===== src/rtl/clk_div_pkg.sv =====
// Shared constants and helpers for the programmable clock divider.
//   DEF_WIDTH   - default divisor/counter width
//   DEF_DIV     - default divisor active after reset
//   high_len()  - number of high cycles in a period of divisor d, (d+1)/2
package clk_div_pkg;

    localparam int unsigned DEF_WIDTH = 8;
    localparam int unsigned DEF_DIV   = 4;

    // (d+1)/2 written as d/2 + lsb so an all-ones divisor cannot overflow
    function automatic logic [31:0] high_len(input logic [31:0] d);
        return (d >> 1) + {31'd0, d[0]};
    endfunction

endpackage


===== src/rtl/clk_div_shadow.sv =====
// Divisor shadow register: accepts/rejects divisor loads, holds the pending
// value and hands it to the counter at the wrap edge.
//   clk, rst   - clock, synchronous active-high reset
//   div_in     - requested divisor
//   div_load   - one-cycle load strobe
//   wrap       - counter is at its wrap edge this cycle (already qualified by en)
//   apply      - a new divisor takes effect on this edge (combinational)
//   apply_div  - the divisor to take effect when apply is high
//   div_ack    - registered pulse, a new divisor became active
//   div_err    - registered pulse, a zero divisor load was rejected
module div_shadow #(
    parameter int unsigned WIDTH = 8
) (
    input  logic             clk,
    input  logic             rst,
    input  logic [WIDTH-1:0] div_in,
    input  logic             div_load,
    input  logic             wrap,
    output logic             apply,
    output logic [WIDTH-1:0] apply_div,
    output logic             div_ack,
    output logic             div_err
);

    logic             pending;
    logic [WIDTH-1:0] pend_div;
    logic             load_ok;
    logic             load_bad;

    always_comb begin
        load_ok  = div_load && (div_in != '0);
        load_bad = div_load && (div_in == '0);
        // A load on the wrap edge itself supersedes any older pending value
        apply     = wrap && (load_ok || pending);
        apply_div = load_ok ? div_in : pend_div;
    end

    always_ff @(posedge clk) begin
        if (rst) begin
            pending  <= 1'b0;
            pend_div <= '0;
            div_ack  <= 1'b0;
            div_err  <= 1'b0;
        end else begin
            div_err <= load_bad;
            div_ack <= apply;
            if (apply) begin
                pending <= 1'b0;
            end else if (load_ok) begin
                pending  <= 1'b1;
                pend_div <= div_in;
            end
        end
    end

endmodule


===== src/rtl/clk_div_prog.sv =====
// Programmable clock divider with glitch-free divisor updates at period
// boundaries. clk_out is a registered level, not a generated clock.
//   clk, rst  - clock, synchronous active-high reset
//   en        - count enable; the divider freezes while low
//   div_in    - requested divisor (0 is rejected)
//   div_load  - one-cycle load strobe for div_in
//   div_ack   - pulse: new divisor became active
//   div_err   - pulse: load rejected
//   tick      - pulse once per divided period
//   clk_out   - divided level, high for ceil(D/2) cycles then low floor(D/2)
//   cnt       - phase counter, 0..D-1
//   div_cur   - divisor currently active
module clk_div_prog
    import clk_div_pkg::*;
#(
    parameter int unsigned WIDTH       = DEF_WIDTH,
    parameter int unsigned DEFAULT_DIV = DEF_DIV
) (
    input  logic             clk,
    input  logic             rst,
    input  logic             en,
    input  logic [WIDTH-1:0] div_in,
    input  logic             div_load,
    output logic             div_ack,
    output logic             div_err,
    output logic             tick,
    output logic             clk_out,
    output logic [WIDTH-1:0] cnt,
    output logic [WIDTH-1:0] div_cur
);

    localparam longint unsigned MAX_DIV = (64'd1 << WIDTH) - 64'd1;

    if (WIDTH < 1 || WIDTH > 31 || DEFAULT_DIV < 1 || 64'(DEFAULT_DIV) > MAX_DIV) begin : g_bad_param
        $error("clk_div_prog: DEFAULT_DIV must be 1..2^WIDTH-1 and WIDTH 1..31");
    end

    localparam logic [WIDTH-1:0] RESET_DIV = WIDTH'(DEFAULT_DIV);

    logic             wrap;
    logic             apply;
    logic [WIDTH-1:0] apply_div;
    logic [WIDTH-1:0] cnt_next;
    logic [WIDTH-1:0] div_next;

    always_comb begin
        // div_cur is never 0, so div_cur-1 cannot underflow
        wrap     = en && (cnt == div_cur - WIDTH'(1));
        cnt_next = wrap ? '0 : cnt + WIDTH'(1);
        div_next = apply ? apply_div : div_cur;
    end

    div_shadow #(.WIDTH(WIDTH)) u_shadow (
        .clk       (clk),
        .rst       (rst),
        .div_in    (div_in),
        .div_load  (div_load),
        .wrap      (wrap),
        .apply     (apply),
        .apply_div (apply_div),
        .div_ack   (div_ack),
        .div_err   (div_err)
    );

    always_ff @(posedge clk) begin
        if (rst) begin
            cnt     <= '0;
            div_cur <= RESET_DIV;
            tick    <= 1'b0;
            clk_out <= 1'b1;
        end else if (en) begin
            cnt     <= cnt_next;
            div_cur <= div_next;
            tick    <= wrap;
            // Compare against the divisor governing the next cycle so a
            // freshly applied divisor shapes clk_out from its first cycle
            clk_out <= (32'(cnt_next) < high_len(32'(div_next)));
        end else begin
            tick <= 1'b0;
        end
    end

endmodule


===== config.mk =====
export PLATFORM = sky130hd
export DESIGN_NAME = clk_div_prog
export DESIGN_NICKNAME = d
export VERILOG_FILES = /design/src/rtl/clk_div_pkg.sv /design/src/rtl/clk_div_shadow.sv /design/src/rtl/clk_div_prog.sv
export SDC_FILE = /design/constraint.sdc
export NUM_CORES = 1
export LEC_CHECK = 0
export CAP_MARGIN = 20
export CORE_MARGIN = 2
export CORE_UTILIZATION = 52
export CTS_CLUSTER_SIZE = 40
export DETAILED_ROUTE_END_ITERATION = 10
export GPL_ROUTABILITY_DRIVEN = 0
export PLACE_DENSITY_LB_ADDON = 0.05
export REMOVE_ABC_BUFFERS = 1
export SLEW_MARGIN = 40
export SYNTH_ARGS = -nofsm -noshare
export SYNTH_HDL_FRONTEND = slang
export SYNTH_SLANG_ARGS = --single-unit

===== constraint.sdc =====
create_clock -name clk -period 9.4 [get_ports clk]
set_input_delay 1.88 -clock clk [delete_from_list [all_inputs] [get_ports clk]]
set_output_delay 1.88 -clock clk [all_outputs]
set_load 0.02 [all_outputs]

# After elaboration in Yosys (flattened, before gate mapping)
# Index checks and enable logic that the tools add are counted.
[classes]
order_cmp = 1
bitwise = 1
n_eq_ne = 1
addsub = 3
reduce_logical = 9
n_mux = 3
[op_table]
columns = ["cell", "n"]
rows = [
  ["$mux 8", 3],
  ["$add 7x1->8", 1],
  ["$add 8x1->8 const B", 1],
  ["$eq 8x8->1", 1],
  ["$logic_not 8->1", 1],
  ["$lt 8x8->1", 1],
  ["$reduce_bool 8->1", 1],
  ["$sub 8x1->8 const B", 1],
  ["$logic_and 1x1->1", 4],
  ["$reduce_or 2->1", 2],
  ["$logic_or 1x1->1", 1],
  ["$not 1->1", 1],
]
[totals]
register_bits = 29
out_inout_bits = 20
in_bits = 12
elab_cells = 26

# Logic depth before layout (Yosys ltp)
[depth]
ltp_word = 7
mapped_depth = 19
ltp_nobuf = 18

# By module
# From an unflattened synthesis, not the netlist that was laid out.
[unflattened]
hier_cells = 269
hier_area_um2 = 2137.0
[modules_own_cells]
columns = ["module", "area_each_um2", "instances", "cells_each", "seq_area_each_um2"]
rows = [
  ["clk_div_prog", 1597.8, 1, 209, 360.3],
  ["div_shadow", 539.3, 1, 60, 220.2],
]

# Least setup slack after synthesis
# Ideal clock, no wire load.
[synth_path]
path_kind = "input to register"
startpoint = "input port div_in[1]"
endpoint = "register clk_out"
setup_ns = 0.070
n_path_buf = 1
t_required_ns = 9.330
path_slack_ns = 4.254
cell_stages = 16
t_arrival_ns = 5.076
cell_sequence = "or4_1 or2_1 o21a_1 o2111a_4 buf_4 o21ai_0 ha_1 ha_1 inv_1 nor4_2 xor2_1 ha_1 a21o_1 nand2_1 a41oi_1 a21oi_1"
[synth_between]
elab_chain_cells = 7
elab_cells_between_ends = 8
cone_classes = "1 x add/sub; 1 x order compare; 2 x mux; 4 x reduce/logical"
[synth_rtl]
columns = ["item", "line_no", "rtl"]
rows = [
  ["start: declaration", "clk_div_prog.sv:22", "input logic [WIDTH-1:0] div_in,"],
  ["$reduce_bool 8->1 *", "clk_div_shadow.sv:31", "load_ok = div_load && (div_in != '0);"],
  ["$logic_and 1x1->1 *", "clk_div_shadow.sv:31", ""],
  ["$logic_or 1x1->1", "clk_div_shadow.sv:34", "apply = wrap && (load_ok || pending);"],
  ["$logic_and 1x1->1", "clk_div_shadow.sv:34", ""],
  ["$mux 8 *", "clk_div_prog.sv:50", "div_next = apply ? apply_div : div_cur;"],
  ["via div_next[0]", "clk_div_prog.sv:44", "logic [WIDTH-1:0] div_next;"],
  ["$add 7x1->8 *", "clk_div_pkg.sv:12", "return (d >> 1) + {31'd0, d[0]};"],
  ["$lt 8x8->1 *", "clk_div_prog.sv:77", "clk_out <= (32'(cnt_next) < high_len(32'(div_next)));"],
  ["end signal: assignment", "clk_div_prog.sv:77", ""],
  ["end: declaration", "clk_div_prog.sv:27", "output logic clk_out,"],
]
# The timed path passes the listed nets; every way through them passes the cells marked *.
# A chain may end at the register's enable or synchronous reset.

# Worst setup path in the final report
# Same ends and word-level chain as after synthesis.

==> summary.md <==
| Metric | Value |
|---|---|
| Hold buffer count at CTS | `0` |
| Ratio of cells with drive above 1 in the final layout | `9.59%` |
| Pre-CTS WS | `3620 ps` |
| Drt drc | `0` |
| Hpwl dp | `3190 µm` |
| RSZ-0062 raised after global routing | `false` |
| Pin count of the biggest net entering global routing | `30` |
| Yosys Warn Count | `0` |
| # diodes | `0` |
| Asr flop ratio synth | `0%` |
| Nets@finish | `293` |
| Crit path required time | `9610 ps` |
| Rows | `22` |
| Die height | `65.5 µm` |
| PnR worst setup slack | `3890 ps` |
| CTS H-tree lvls | `2` |
| Ranking of synthesized cells by area | `dfxtp_1 (30%), ha_1 (7.0%), xnor2_1 (5.8%)` |
| Root Buffer Master | `clkbuf_8` |
| Setup Skew | `4.86 ps` |
| Fill cell count | `330` |
| Total GRT Usage | `23.8%` |
| Hold path start | `u_shadow.pend_div[2]` |
| FF-to-FF path depth | `18` |
| Aggregate global routing overflow | `0` |
| Initial antenna violation count | `0` |
| Synth Cell Area | `1960 µm²` |
| Largest area contributor in the netlist | `dfxtp_1` |
| Met3 usage | `5.48%` |
| Final TNS setup | `0 ps` |
| Vias in the first global route | `1,647` |
| DR pass1 iterations | `4` |
| Detailed-route wire length per cell | `14.4 µm` |
| Met2 Usage GRT | `37.1%` |
| Yosys top cell area share | `29.6%` |
| Post-CTS setup buffers | `0` |
| TritonCTS clock tree | `done` |
| Vias post-DR | `1,770` |
| CTS Sinks | `29` |
| Vias/cell | `5.55` |
| WL final | `4600 µm` |
| Reg clk slew, reported paths | `70 ps` |
| Core area | `3630 µm²` |
| Status | `finished, final reports clean` |
| Max cap viols | `0` |
| Unique masters post-synth | `52` |
| Max Slew Vio Count | `0` |
| Number of cells produced by synthesis | `244` |
| DIE AREA | `4290 µm²` |
| Register area | `581 µm²` |
| Main flop type after synthesis | `dfxtp_1` |
| Starting density of the core | `54.1%` |
| Leakage power | `0.917 nW` |
| Setup violators final | `0` |
| Worst Hold Depth | `2` |
| Hold Crit Class | `reg2reg` |
| Worst Tran Pin Value | `575 ps` |
| # IOs | `32` |
| Crit path DAT | `5720 ps` |
| Num CTS Buffers | `5` |
| First-pass GRT wire length | `7870 µm` |
| CP Capture Type | `flip-flop` |
| # port buffers | `31` |
| Met1 Track Usage GR | `33.0%` |
| CTS max path bufs | `2` |
| Grt peak-use layer | `met2` |
| Final ANT Viol Nets | `0` |
| Die width | `65.5 µm` |
| Worst slew margin | `61.5%` |
| Startpoint Class | `input port` |
| Pwr/cell area | `133 nW/µm²` |
| Final Cycle Share | `58.6%` |
| Layout area overhead | `23.6%` |
| Min cycle time layout | `5510 ps` |
| Sequential fraction of the synthesis area | `29.6%` |
| Max Freq | `182 MHz` |
| EDFF count, synth | `0` |
| Critical path type | `in2reg` |
| Crit Path Max Fanout | `14` |
| Area of the multi-input gates | `1300 µm²` |
| Peak VDD IR | `0.0939 mV` |
| Drt initial violations | `96` |
| Crit path launch | `div_in[1]` |
| Final hold violation count | `0` |
| Clock latency on the worst-skew pair | `280 ps` |
| FF+latch count, synth | `29` |
| Worst hold slack | `475 ps` |
| Synth Area per Inst | `8.05 µm²` |
| Reg2reg start | `div_cur[0]` |
| CTS resizes | `0` |
-- routing by layer --
metal	part of all wire, %	vias to the layer above
met4	0.54	0
met2	44	46
met3	4.6	4
met5	0	-
met1	50	807
li1	-	913
-- layout by cell type (no fill, tap or decap), types with 2 or more instances in the layout --
cell,n
a21o_1,2
a21oi_1,16
a22o_1,2
a31oi_1,2
and2_1,2
and3_1,5
bufinv_16,2
clkbuf_8,5
clkdlybuf4s50_1,31
dfxtp_1,29
ha_1,11
inv_1,10
mux2i_1,3
nand2_1,27
nand2b_1,4
nand3_1,4
nand3b_1,7
nor2_1,23
nor2b_1,3
nor3_1,5
o211ai_1,2
o21ai_0,21
o22ai_2,2
o31ai_1,2
or2_2,3
or4_1,2
xnor2_1,13
xor2_1,7
-- synthesized netlist by cell type (5+ instances only) --
master and instances:
nor2_1 23, nand2_1 27, o21ai_0 21, clkbuf_1 8, inv_1 10, nor3_1 5, and3_1 6, a21oi_1 16
xnor2_1 13, xor2_1 7, nand3b_1 7, ha_1 11, dfxtp_1 29
-- state kept, by name, indices dropped and copies added, names as in the netlist --
name	count
tick	1
u_shadow.div_ack	1
u_shadow.div_err	1
clk_out	1
cnt	8
div_cur	8
u_shadow.pending	1
u_shadow.pend_div	8
-- worst max-delay path, stage by stage --
cell and delay (ps):
clkdlybuf4s50_1 430, or4_1 610, or2_1 270, o21a_1 230
o2111a_4 360, o21ai_0 240, ha_1 210, ha_1 140
inv_1 70, nor4_2 290, xor2_1 180, ha_1 280
a21o_1 190, nand2_1 70, a41oi_1 130, a21oi_1 160
-- through the flow --
step | area (µm²) | power (mW) | utilization [%] | std cells
floorplan | 1910 | 0.152 | - | 231
CTS | 2420 | 0.327 | 66.6 | 319
global route | 2430 | 0.338 | 66.8 | 319
global placement | 2280 | 0.168 | 62.9 | 311
detailed placement | 2280 | 0.169 | 62.9 | 311
finish | 2430 | 0.324 | 66.8 | 319
-- path summary, 6_finish.rpt --
check	to	slack (ps)
worst max-delay path	clk_out	3890
worst min-delay path	u_shadow.pend_div[2]	480
worst min register to register	u_shadow.pend_div[2]	480
worst max register to register	clk_out	5160
-- layout make-up --
cell class	count	share of cell area, %
repair buffers	32	13.1
flip-flops and latches	29	23.9
inverters	10	1.55
clock buffers	5	2.83
clock inverters	3	2.68
well taps	48	2.47
multi-input cells	192	53.5
-- where the power goes --
group | switching, mW | internal [mW] | leakage, nW
Sequential | 0.00351 | 0.127 | 0.236
Combinational | 0.0198 | 0.0165 | 0.613
Clock | 0.0521 | 0.105 | 0.0681
-- cell families (layout without fill, tap and decap cells) --
family,Yosys count,in the layout,synth area share (%)
compound gates,62,62,22.2
flops,29,29,29.6
fa+ha+maj,11,11,7.01
simple gates,96,96,25.9
mux,3,3,1.53
buf+inv,23,50,4.84
xor+xnor,20,20,8.92
No activity file was read; power rests on OpenSTA's default activity.
